## src/rtl/kd_tree_root_ctrl.sv

```systemverilog
// -----------------------------------------------------------------------------
// kd_tree_root_ctrl
//   Initiator for the kd-tree node command protocol. Drives the top port of
//   the root node through rst -> center_fill -> configure_sort_axis ->
//   start_sorting, then waits until the tree has been quiet long enough to be
//   considered sorted. Buffers the initial centers written by the host and
//   reports done / error and the root node's final center.
//
// Ports
//   clk, rst_n         clock, asynchronous active-low reset
//   load_valid/data    host center write; load_ready says the buffer accepts it
//   start              one-cycle pulse that begins a run (needs >= 1 center)
//   busy               run in progress (RST..SORT)
//   done / error       run result, held until the next accepted start
//   phase              current FSM state encoding
//   root_center        root node center captured when the sort went stable
//   command_to_root    command to root node command_from_top
//   data_to_root       data to root node data_from_top
//   command_from_root  root node command_to_top
//   data_from_root     root node data_to_top
// -----------------------------------------------------------------------------
module kd_tree_root_ctrl #(
  parameter int DATA_W        = 24,
  parameter int CMD_W         = 5,
  parameter int N_CENTERS     = 8,
  parameter int TIMEOUT       = 1023,
  parameter int STABLE_CYCLES = 4,
  parameter int SORT_AXIS     = 0
) (
  input  logic              clk,
  input  logic              rst_n,
  input  logic              load_valid,
  input  logic [DATA_W-1:0] load_data,
  output logic              load_ready,
  input  logic              start,
  output logic              busy,
  output logic              done,
  output logic              error,
  output logic [2:0]        phase,
  output logic [DATA_W-1:0] root_center,
  output logic [CMD_W-1:0]  command_to_root,
  output logic [DATA_W-1:0] data_to_root,
  input  logic [CMD_W-1:0]  command_from_root,
  input  logic [DATA_W-1:0] data_from_root
);

  localparam int CW = $clog2(N_CENTERS + 1);
  localparam int IW = (N_CENTERS > 1) ? $clog2(N_CENTERS) : 1;
  localparam int TW = $clog2(TIMEOUT + 1);
  localparam int SW = $clog2(STABLE_CYCLES + 1);

  localparam logic [CMD_W-1:0] CMD_NOP          = CMD_W'(5'h00);
  localparam logic [CMD_W-1:0] CMD_RST          = CMD_W'(5'h1f);
  localparam logic [CMD_W-1:0] CMD_RST_DONE     = CMD_W'(5'h1e);
  localparam logic [CMD_W-1:0] CMD_FILL         = CMD_W'(5'h01);
  localparam logic [CMD_W-1:0] CMD_FILL_DONE    = CMD_W'(5'h05);
  localparam logic [CMD_W-1:0] CMD_CFG_AXIS     = CMD_W'(5'h02);
  localparam logic [CMD_W-1:0] CMD_CFG_DONE     = CMD_W'(5'h07);
  localparam logic [CMD_W-1:0] CMD_START_SORT   = CMD_W'(5'h09);
  localparam logic [CMD_W-1:0] CMD_READY_SORT   = CMD_W'(5'h0a);

  localparam logic [2:0] S_IDLE = 3'd0;
  localparam logic [2:0] S_RST  = 3'd1;
  localparam logic [2:0] S_FILL = 3'd2;
  localparam logic [2:0] S_CFG  = 3'd3;
  localparam logic [2:0] S_SORT = 3'd4;
  localparam logic [2:0] S_DONE = 3'd5;
  localparam logic [2:0] S_ERR  = 3'd6;

  logic [2:0]        state, state_n;
  logic [CW-1:0]     count, count_n;
  logic [CW-1:0]     rd_ptr, rd_ptr_n;
  logic [TW-1:0]     timer, timer_n, timer_inc;
  logic [SW-1:0]     stable_cnt, stable_n, stable_inc;
  logic              sort_seen, sort_seen_n;
  logic              done_n, error_n, busy_n, load_ready_n;
  logic [DATA_W-1:0] root_n, data_n;
  logic [CMD_W-1:0]  cmd_n;
  logic              wr_en;
  logic              in_run;
  logic              quiet;

  logic [DATA_W-1:0] center_buf [N_CENTERS];

  assign phase = state;

  // NOTE: every signal assigned in this block gets a default first, so no
  // path leaves a value unassigned and no latch is inferred.
  always_comb begin
    state_n     = state;
    count_n     = count;
    rd_ptr_n    = rd_ptr;
    timer_n     = timer;
    stable_n    = stable_cnt;
    sort_seen_n = sort_seen;
    done_n      = done;
    error_n     = error;
    root_n      = root_center;
    wr_en       = 1'b0;
    timer_inc   = timer + TW'(1);
    stable_inc  = stable_cnt + SW'(1);
    quiet       = (command_from_root == CMD_NOP) ||
                  (command_from_root == CMD_READY_SORT);
    in_run      = (state == S_RST) || (state == S_FILL) ||
                  (state == S_CFG) || (state == S_SORT);

    case (state)
      S_IDLE: begin
        wr_en = load_valid && load_ready;
        if (wr_en) count_n = count + CW'(1);
        if (start && (count != '0)) begin
          state_n = S_RST;
          done_n  = 1'b0;
          error_n = 1'b0;
        end
      end
      S_RST: begin
        if (command_from_root == CMD_RST_DONE) begin
          state_n  = S_FILL;
          rd_ptr_n = '0;
        end
      end
      S_FILL: begin
        if (command_from_root == CMD_FILL_DONE) begin
          state_n  = S_CFG;
          rd_ptr_n = '0;
        end else if (rd_ptr < count - CW'(1)) begin
          // Once the buffer is exhausted the last center keeps repeating.
          rd_ptr_n = rd_ptr + CW'(1);
        end
      end
      S_CFG: begin
        if (command_from_root == CMD_CFG_DONE) begin
          state_n     = S_SORT;
          sort_seen_n = 1'b0;
          stable_n    = '0;
        end
      end
      S_SORT: begin
        if (!sort_seen) begin
          if (command_from_root == CMD_READY_SORT) begin
            sort_seen_n = 1'b1;
            stable_n    = '0;
          end
        end else if (quiet) begin
          if (stable_inc == SW'(STABLE_CYCLES)) begin
            root_n  = data_from_root;
            state_n = S_DONE;
            done_n  = 1'b1;
          end else begin
            stable_n = stable_inc;
          end
        end else begin
          // Any activity in the tree restarts the quiet-window count.
          stable_n = '0;
        end
      end
      S_DONE:  state_n = S_IDLE;
      S_ERR:   state_n = S_IDLE;
      default: state_n = S_IDLE;
    endcase

    // Phase watchdog: restarts on every state change; a progress transition
    // in the same cycle as expiry wins.
    if (state_n != state) begin
      timer_n = '0;
    end else if (in_run) begin
      if (timer_inc == TW'(TIMEOUT)) begin
        state_n = S_ERR;
        error_n = 1'b1;
        timer_n = '0;
      end else begin
        timer_n = timer_inc;
      end
    end

    // Outputs are decoded from the next state and registered below.
    busy_n       = (state_n == S_RST) || (state_n == S_FILL) ||
                   (state_n == S_CFG) || (state_n == S_SORT);
    load_ready_n = (state_n == S_IDLE) && (count_n < CW'(N_CENTERS));
    cmd_n        = CMD_NOP;
    data_n       = '0;
    case (state_n)
      S_RST:  cmd_n = CMD_RST;
      S_FILL: begin
        cmd_n  = CMD_FILL;
        data_n = center_buf[rd_ptr_n[IW-1:0]];
      end
      S_CFG: begin
        cmd_n  = CMD_CFG_AXIS;
        data_n = DATA_W'(SORT_AXIS);
      end
      S_SORT: begin
        if (!sort_seen_n) begin
          cmd_n  = CMD_START_SORT;
          data_n = DATA_W'(SORT_AXIS);
        end
      end
      default: ;
    endcase
  end

  // NOTE: sequential state uses non-blocking assignments so every register
  // samples the pre-edge values regardless of statement order.
  always_ff @(posedge clk or negedge rst_n) begin
    if (!rst_n) begin
      state           <= S_IDLE;
      count           <= '0;
      rd_ptr          <= '0;
      timer           <= '0;
      stable_cnt      <= '0;
      sort_seen       <= 1'b0;
      done            <= 1'b0;
      error           <= 1'b0;
      busy            <= 1'b0;
      load_ready      <= 1'b0;
      root_center     <= '0;
      command_to_root <= CMD_NOP;
      data_to_root    <= '0;
    end else begin
      state           <= state_n;
      count           <= count_n;
      rd_ptr          <= rd_ptr_n;
      timer           <= timer_n;
      stable_cnt      <= stable_n;
      sort_seen       <= sort_seen_n;
      done            <= done_n;
      error           <= error_n;
      busy            <= busy_n;
      load_ready      <= load_ready_n;
      root_center     <= root_n;
      command_to_root <= cmd_n;
      data_to_root    <= data_n;
    end
  end

  // NOTE: the center buffer has no reset; count gates every read, so stale
  // contents are never observed and the array can map to plain storage.
  always_ff @(posedge clk) begin
    if (wr_en) center_buf[count[IW-1:0]] <= load_data;
  end

endmodule

```

## config.mk

```make
export PLATFORM = sky130hd
export DESIGN_NAME = kd_tree_root_ctrl
export DESIGN_NICKNAME = d
export VERILOG_FILES = /design/src/rtl/kd_tree_root_ctrl.sv
export SDC_FILE = /design/constraint.sdc
export NUM_CORES = 1
export LEC_CHECK = 0
export ABC_CLOCK_PERIOD_IN_PS = 3900
export CAP_MARGIN = 40
export CORE_MARGIN = 5
export CORE_UTILIZATION = 58
export CTS_BUF_LIST = sky130_fd_sc_hd__clkbuf_8
export DETAILED_ROUTE_END_ITERATION = 10
export PLACE_DENSITY_LB_ADDON = 0.3
export SYNTH_ARGS = -nofsm -noshare
export SYNTH_HDL_FRONTEND = slang
export SYNTH_SLANG_ARGS = --single-unit
```

## constraint.sdc

```tcl
create_clock -name clk -period 3.9 [get_ports clk]
set_input_delay 0.585 -clock clk [delete_from_list [all_inputs] [get_ports clk]]
set_output_delay 0.585 -clock clk [all_outputs]
set_load 0.02 [all_outputs]
```

==> metrics.md, run 1 <==
| Metric | Value |
|---|---|
| Status | finished, final reports clean |
| Post-Syn Instances | 847 |
| Max VDD drop | 0.371 mV |
| Largest cells by area after synthesis | edfxtp_1, dfrtp_1, nand2_1, a32o_1, a21oi_1 |
| Avg Inst Size Synth | 12.9 um2 |
| Top cell type's share of synthesized area | 52.9% |
| Area grow syn2layout | 21.9% |
| Max Slew Vio Count | 0 |
| DRC viols | 0 |
| EDFF count, synth | 192 |
| MaxCap Viol Count | 0 |
| Final net count | 1,052 |
| CTS sink cnt | 273 |
| Postcts setup bufs | 0 |
| Total Power | 7.56 mW |
| Non-filler cells, final | 1,253 |
| Internal | 5.33 mW |
| Synth area leader | edfxtp_1 |
| Switching power | 2.23 mW |
| RSZ-0062 raised after global routing | false |
| Max Fanout on Critical Path | 90 |
| PD cells | 570 mW/mm2 |
| Cells after DPL | 1,173 |
| Sw frac | 29.5% |
| Clock root cell | clkbuf_8 |
| Multi-input logic area | 0.00287 mm2 |
| Die Area | 0.0216 mm2 |
| HPWL after DPL | 13.2 mm |
| Vias per inst | 5.72 |
| Comb pwr share | 24.4% |
| Clk pwr share | 31.4% |
| Clock Skews | 0.0209 ns |
| Core ar. | 0.0186 mm2 |
| Relative slew slack | 63.0% |
| Flop pwr share | 44.1% |
| First-pass iteration count of the detailed router | 6 |
| Fillers | 1,236 |
| PortBufs | 116 |
| Row cnt | 50 |
| Crit path arrival time | 3.66 ns |
| Antenna Cells | 0 |
| Worst EP required | 4.35 ns |
| Startpoint types | flop |
| GPL Wtd Cong | 0.881 |
| Setup TNS | 0 ns |
| Grt ovf | 0 |
| Syn nets | 914 |
| DR vias | 7,165 |
| Fin area | 0.0133 mm2 |
| Initial antenna violation count | 0 |
| IO Count | 117 |
| Tmin final | 3.21 ns |
| Final period util | 82.3% |
| Htree depth | 2 |
| Warnings, synthesis | 0 |
| Layout cells sized above 1 | 10.0% |
| Worst hold slack | 0.456 ns |
| Register area | 0.00779 mm2 |
| Clk buf depth | 3 |
| Initial core utilization | 58.6% |
| CP Class | reg2reg |
| Hold Vio Cnt, Final | 0 |
| TritonCTS clock tree | yes |
| Inserted Clock Buffers | 43 |
| WL/cell | 18.4 um |
| # setup viols final | 0 |
| Leak pwr | 5.02 nW |
| Fmax | 0.311 GHz |
| Routed WL | 23.1 mm |
| Skew-Pair Late Insertion Delay | 0.55 ns |
| Async SR Flop Fraction | 29.7% |
| Die extent in x | 147 um |
| GRT Util Overall | 21.5% |
| Netlist cell types | 54 |
| Critical Path End Type | flop |
| Yosys reg bits | 273 |
| Hold WC Path Type | in2async |
| Final ANT Viol Nets | 0 |
| Largest net degree at the start of global routing | 97 |
| Die height | 147 um |
| Top cells by count, synth | nand2_1, edfxtp_1, dfrtp_1, a21oi_1, a32o_1 |
| First-pass GRT wire length | 36.9 mm |
| Slew at the pin closest to its max-slew limit | 0.547 ns |
| DP Area | 0.0124 mm2 |
| Mapped cell area | 0.0109 mm2 |
| Sequential area share after synthesis | 71.6% |
| Reg clk slew, reported paths | 0.06 ns |
| Vias in the first global route | 7,073 |
| Ys flop type | edfxtp_1 |
| Most common cell in the netlist | nand2_1 |
| DR iter-0 viols | 674 |
## final timing paths
kind / start / to / slack [ns] / cells past startpoint
max: count[1] / data_to_root[1] / 0.69 / 13
min: rst_n / timer[6] / 0.46 / 2
max reg2reg: count[1] / data_to_root[1] / 0.69 / 13
min reg2reg: root_center[0] / root_center[0] / 0.47 / 2
max in group asynchronous: rst_n / rd_ptr[1] / 2.59 / 4
min in group clk: root_center[0] / root_center[0] / 0.47 / 2
## cell usage in the layout, fill, tap and decap left out, types with 11 or more instances in the layout
cell type,n
nand2_1,254
edfxtp_1,192
clkdlybuf4s50_1,115
dfrtp_1,81
a21oi_1,54
clkbuf_8,51
a32o_1,48
o22ai_1,25
o21ai_0,23
inv_1,20
buf_4,18
nor2_1,14
xnor2_1,11
## critical path, stage by stage (launching register included)
cell	delay [ns]
dfrtp_1	0.49
inv_1	0.11
ha_1	0.31
ha_1	0.27
o21ai_0	0.08
a211o_1	0.32
o21ai_2	0.29
a21oi_4	0.11
inv_2	0.06
buf_4	0.16
buf_16	0.32
nand2_1	0.13
a32o_1	0.27
o22ai_1	0.15
## flip-flops by register name (all words and copies together), names as in the netlist
name and flops:
error 1, rd_ptr 4, busy 1, count 4, timer 10, center_buf 192
stable_cnt 3, data_to_root 24, load_ready 1, root_center 24, done 1, sort_seen 1
phase 3, command_to_root 4
## routing by layer
layer,share of wire (%),vias to the layer above,global-route usage [%]
li1,-,3367,-
met1,42,3450,29.4
met2,47,305,34.6
met3,8.6,43,4.94
met4,2.2,0,7.27
met5,0,-,0
## final cells by class
| class | instances | share of cell area [%] |
|---|---|---|
| clock buffers | 51 | 5.29 |
| clock inverters | 28 | 1.31 |
| inverters | 10 | 0.283 |
| multi-input cells | 518 | 21.6 |
| flip-flops and latches | 273 | 58.7 |
| well taps | 234 | 2.21 |
| repair buffers | 139 | 10.6 |
## per-stage QoR
stage	utilization, %	setup WS, ns
2_1_floorplan	-	0.372
3_3_place_gp	66.4	0.543
3_5_place_dp	66.7	0.593
4_1_cts	71.5	0.704
5_1_grt	71.5	0.489
6_report	71.5	0.688
## cells by family (layout without fill, tap and decap cells)
family / after synthesis / count (layout) / share of synthesized area, %
adder cells (fa/ha/maj): 10 / 10 / 1.15
flip-flops: 273 / 273 / 71.6
multiplexers: 3 / 3 / 0.276
XOR/XNOR: 13 / 13 / 1.05
buffers and inverters: 56 / 228 / 2.41
AO/OA/AOI/OAI: 170 / 170 / 11.1
AND/OR/NAND/NOR: 322 / 322 / 12.4
## what timing repair did
| action | 4_1_cts | 5_1_grt |
|---|---|---|
| hold endpoints to repair | 13 | 0 |
| resized for setup | 0 | 0 |
| hold buffers | 1 | 0 |
## power groups by stage
| stage | Sequential, mW | Combinational (mW) | Clock (mW) |
|---|---|---|---|
| floorplan | 3.42 | 1.27 | 0 |
| global placement | 3.39 | 1.77 | 0 |
| detailed placement | 3.39 | 1.84 | 0 |
| CTS | 3.34 | 1.86 | 2.43 |
| global route | 3.35 | 2.03 | 2.58 |
| finish | 3.34 | 1.85 | 2.38 |
(Power assumes the default switching activity.)
==> run 2, diff against run 1 <==
--- a/config.mk
+++ b/config.mk
@@ -5,10 +5,10 @@
 export SDC_FILE = /design/constraint.sdc
 export NUM_CORES = 1
 export LEC_CHECK = 0
-export ABC_CLOCK_PERIOD_IN_PS = 3900
+export ABC_CLOCK_PERIOD_IN_PS = 2700
 export CAP_MARGIN = 40
 export CORE_MARGIN = 5
-export CORE_UTILIZATION = 58
+export CORE_UTILIZATION = 53
 export CTS_BUF_LIST = sky130_fd_sc_hd__clkbuf_8
 export DETAILED_ROUTE_END_ITERATION = 10
 export PLACE_DENSITY_LB_ADDON = 0.3
==> constraint.sdc (replaced) <==
create_clock -name clk -period 2.7 [get_ports clk]
set_input_delay 0.405 -clock clk [delete_from_list [all_inputs] [get_ports clk]]
set_output_delay 0.405 -clock clk [all_outputs]
set_load 0.02 [all_outputs]
==> metrics.md, run 2 (same netlist as run 1, synthesis figures left out) <==
| Metric | Value |
|---|---|
| Status | complete, but fails checks |
| Failing checks | negative setup slack |
| Max VDD drop | 0.528 mV (+43%) |
| R2r startpoint | count[0] |
| CP max stage delay | 0.42 ns (-0.07 ns) |
| MaxCap Viol Count | 0 (unchanged) |
| Hold WC Path Type | in2async |
| Die extent in x | 153 um (+4.3%) |
| RSZ-0062 raised after global routing | true |
| M2 GR Usage | 35.8% (+1.2 points) |
| Vias per inst | 5.54 (-3.1%) |
| Fmax | 0.342 GHz (+9.8%) |
| R2r setup slk | -0.22 ns (-0.91 ns) |
| # setup viols final | 24 (+24) |
| M1 GR Usage | 28.1% (-1.3 points) |
| Max Fanout on Critical Path | 17 (-81%) |
| Hold Vio Cnt, Final | 0 (unchanged) |
| Most frequent cells in the layout | nand2_1, edfxtp_1, clkdlybuf4s50_1 |
| DRC viols | 0 (unchanged) |
| PD cells | 847 mW/mm2 (+49%) |
| Total Power | 12.2 mW (+61%) |
| Final period util | 108% (+26 points) |
| WL/cell | 19.4 um (+5.3%) |
| First-pass iteration count of the detailed router | 5 (-1) |
| Largest register FFs | 192 (unchanged) |
| Final core occ | 71.1% (-0.34 points) |
| Busiest layer in global routing | met2 |
| HPWL after DPL | 14.9 mm (+13%) |
| Antenna Cells | 0 (unchanged) |
| Worst path slowest cell | dfrtp_1 |
| IO Count | 117 (unchanged) |
| Initial antenna violation count | 0 (unchanged) |
| Slew at the pin closest to its max-slew limit | 0.573 ns (+0.0268 ns) |
| Crit path arrival time | 3.38 ns (-0.28 ns) |
| Startpoint types | flop |
| DR vias | 7,518 (+4.9%) |
| Worst EP required | 3.15 ns (-1.20 ns) |
| TritonCTS clock tree | yes |
| Layout cells sized above 1 | 17.3% (+7.3 points) |
| Commonest non-fill, non-tap cell in the layout | nand2_1 |
| Max Slew Vio Count | 0 (unchanged) |
| Routed WL | 26.3 mm (+14%) |
| Clock Skews | 0.0207 ns (-0.000227 ns) |
| Skew-Pair Late Insertion Delay | 0.55 ns (about the same) |
| Most common cell on crit path | buf_12 |
| Inserted Clock Buffers | 42 (-2.3%) |
| Row cnt | 52 (+4.0%) |
| Htree depth | 2 (unchanged) |
| Final net count | 1,123 (+6.7%) |
| GPL Wtd Cong | 0.823 (-6.6%) |
| Critical Path End Type | flop |
| Leak pwr | 5.55 nW (+11%) |
| PortBufs | 116 (unchanged) |
| Clock root cell | clkbuf_8 |
| GRT Util Overall | 21.2% (-0.30 points) |
| Crit-path cells | inv_2, ha_4, xnor2_1, ha_1, nor3_2, a211o_1, o21ai_2, buf_4, a21boi_4, buf_12, buf_12, a21oi_1, a32o_1, o22ai_1 |
| Core ar. | 0.0202 mm2 (+8.9%) |
| Initial core utilization | 53.8% (-4.8 points) |
| Final ANT Viol Nets | 0 (unchanged) |
| Clk buf depth | 3 (unchanged) |
| Largest net degree at the start of global routing | 42 (-57%) |
| CP Class | reg2reg |
| Reg clk slew, reported paths | 0.07 ns (about the same) |
| FF-to-FF path depth | 14 (+1) |
| Area grow syn2layout | 32.1% |
| Relative slew slack | 61.8% (-1.2 points) |
| Grt ovf | 0 (unchanged) |
| First-pass GRT wire length | 39.8 mm (+7.9%) |
| Crit Reg-Reg Endpoint | data_to_root[5] |
| Die height | 153 um (+4.3%) |
| CTS sink cnt | 273 (unchanged) |
| Tmin final | 2.92 ns (-0.287 ns) |
| Worst Slack Setup Final | -0.225 ns (-0.913 ns) |
| Vias in the first global route | 7,589 (+7.3%) |
| GR Util met3 | 4.16% (-0.78 points) |
| Die Area | 0.0235 mm2 (+8.8%) |
| DR iter-0 viols | 449 (-33%) |
==> run 2: changes by cell type in the layout (fill, tap and decap cells not counted), moves of 5 or more <==
cell,before,now
buf_4,18,51
buf_12,3,26
nand2_1,254,246
nand2_2,0,8
buf_6,0,6
inv_1,20,26
clkbuf_16,0,5
==> run 2: worst max-delay path by stage <==
stage | from | to | depth (start not counted)
finish | count[0] | data_to_root[5] | 14
global route | count[0] | data_to_root[5] | 14
CTS | count[0] | data_to_root[18] | 14
global placement | command_from_root[0] | data_to_root[1] | 10
detailed placement | command_from_root[0] | data_to_root[12] | 10
floorplan | phase[0] | center_buf[5][0] | 6
==> run 2: repair_timing <==
action,4_1_cts,5_1_grt
setup endpoints to repair,24,24
buffers inserted,8,4
gates cloned,5,5
resized for setup,33,11
hold endpoints to repair,39,0
hold buffers,1,0
pin swaps,11,12
==> run 2: metal layers <==
layer | vias to the layer above | routed length, um | share of wire, %
met2 | 309 | 13100 | 50
li1 | 3528 | - | -
met3 | 58 | 1900 | 7.2
met4 | 0 | 628 | 2.4
met1 | 3623 | 10800 | 41
met5 | - | 0 | 0
==> run 2: metrics by stage <==
stage	setup TNS [ns]	setup slack, ns	area, um2	hold slack, ns	instances
floorplan	-24.93	-0.204	10900	0.109	847
global placement	-2.85	-0.153	13000	0.446	1259
detailed placement	-3.98	-0.190	13000	0.446	1259
CTS	-0.426	-0.0420	14200	0.360	1348
global route	-5.47	-0.303	14400	0.376	1357
finish	-3.19	-0.225	14400	0.387	1357
==> run 2: worst max-delay path, delay by kind of cell, from the launching register on <==
family	cells	cell delay, ns
adders and majority gates	2	0.42
and+or+nand+nor	1	0.24
AOI/OAI and AO/OA	6	1.03
xor gates and xnor gates	1	0.13
DFF	1	0.42
buffers and inverters	4	0.58
==> run 2: layout make-up <==
type | instances | area (um2)
Sequential cell | 273 | 7790
Clock inverter | 28 | 145
Inverter | 10 | 50.0
Tap cell | 270 | 338
Multi-Input combinational cell | 518 | 2970
Timing Repair Buffer | 211 | 2440
Clock buffer | 47 | 647
Fill cell | 1309 | 5850
==> run 2: where the power goes <==
part / switching [mW] / leakage [nW] / internal [mW]
registers: 0.159 / 2.81 / 4.65
clock network: 1.53 / 0.474 / 1.69
logic: 1.97 / 2.26 / 2.19
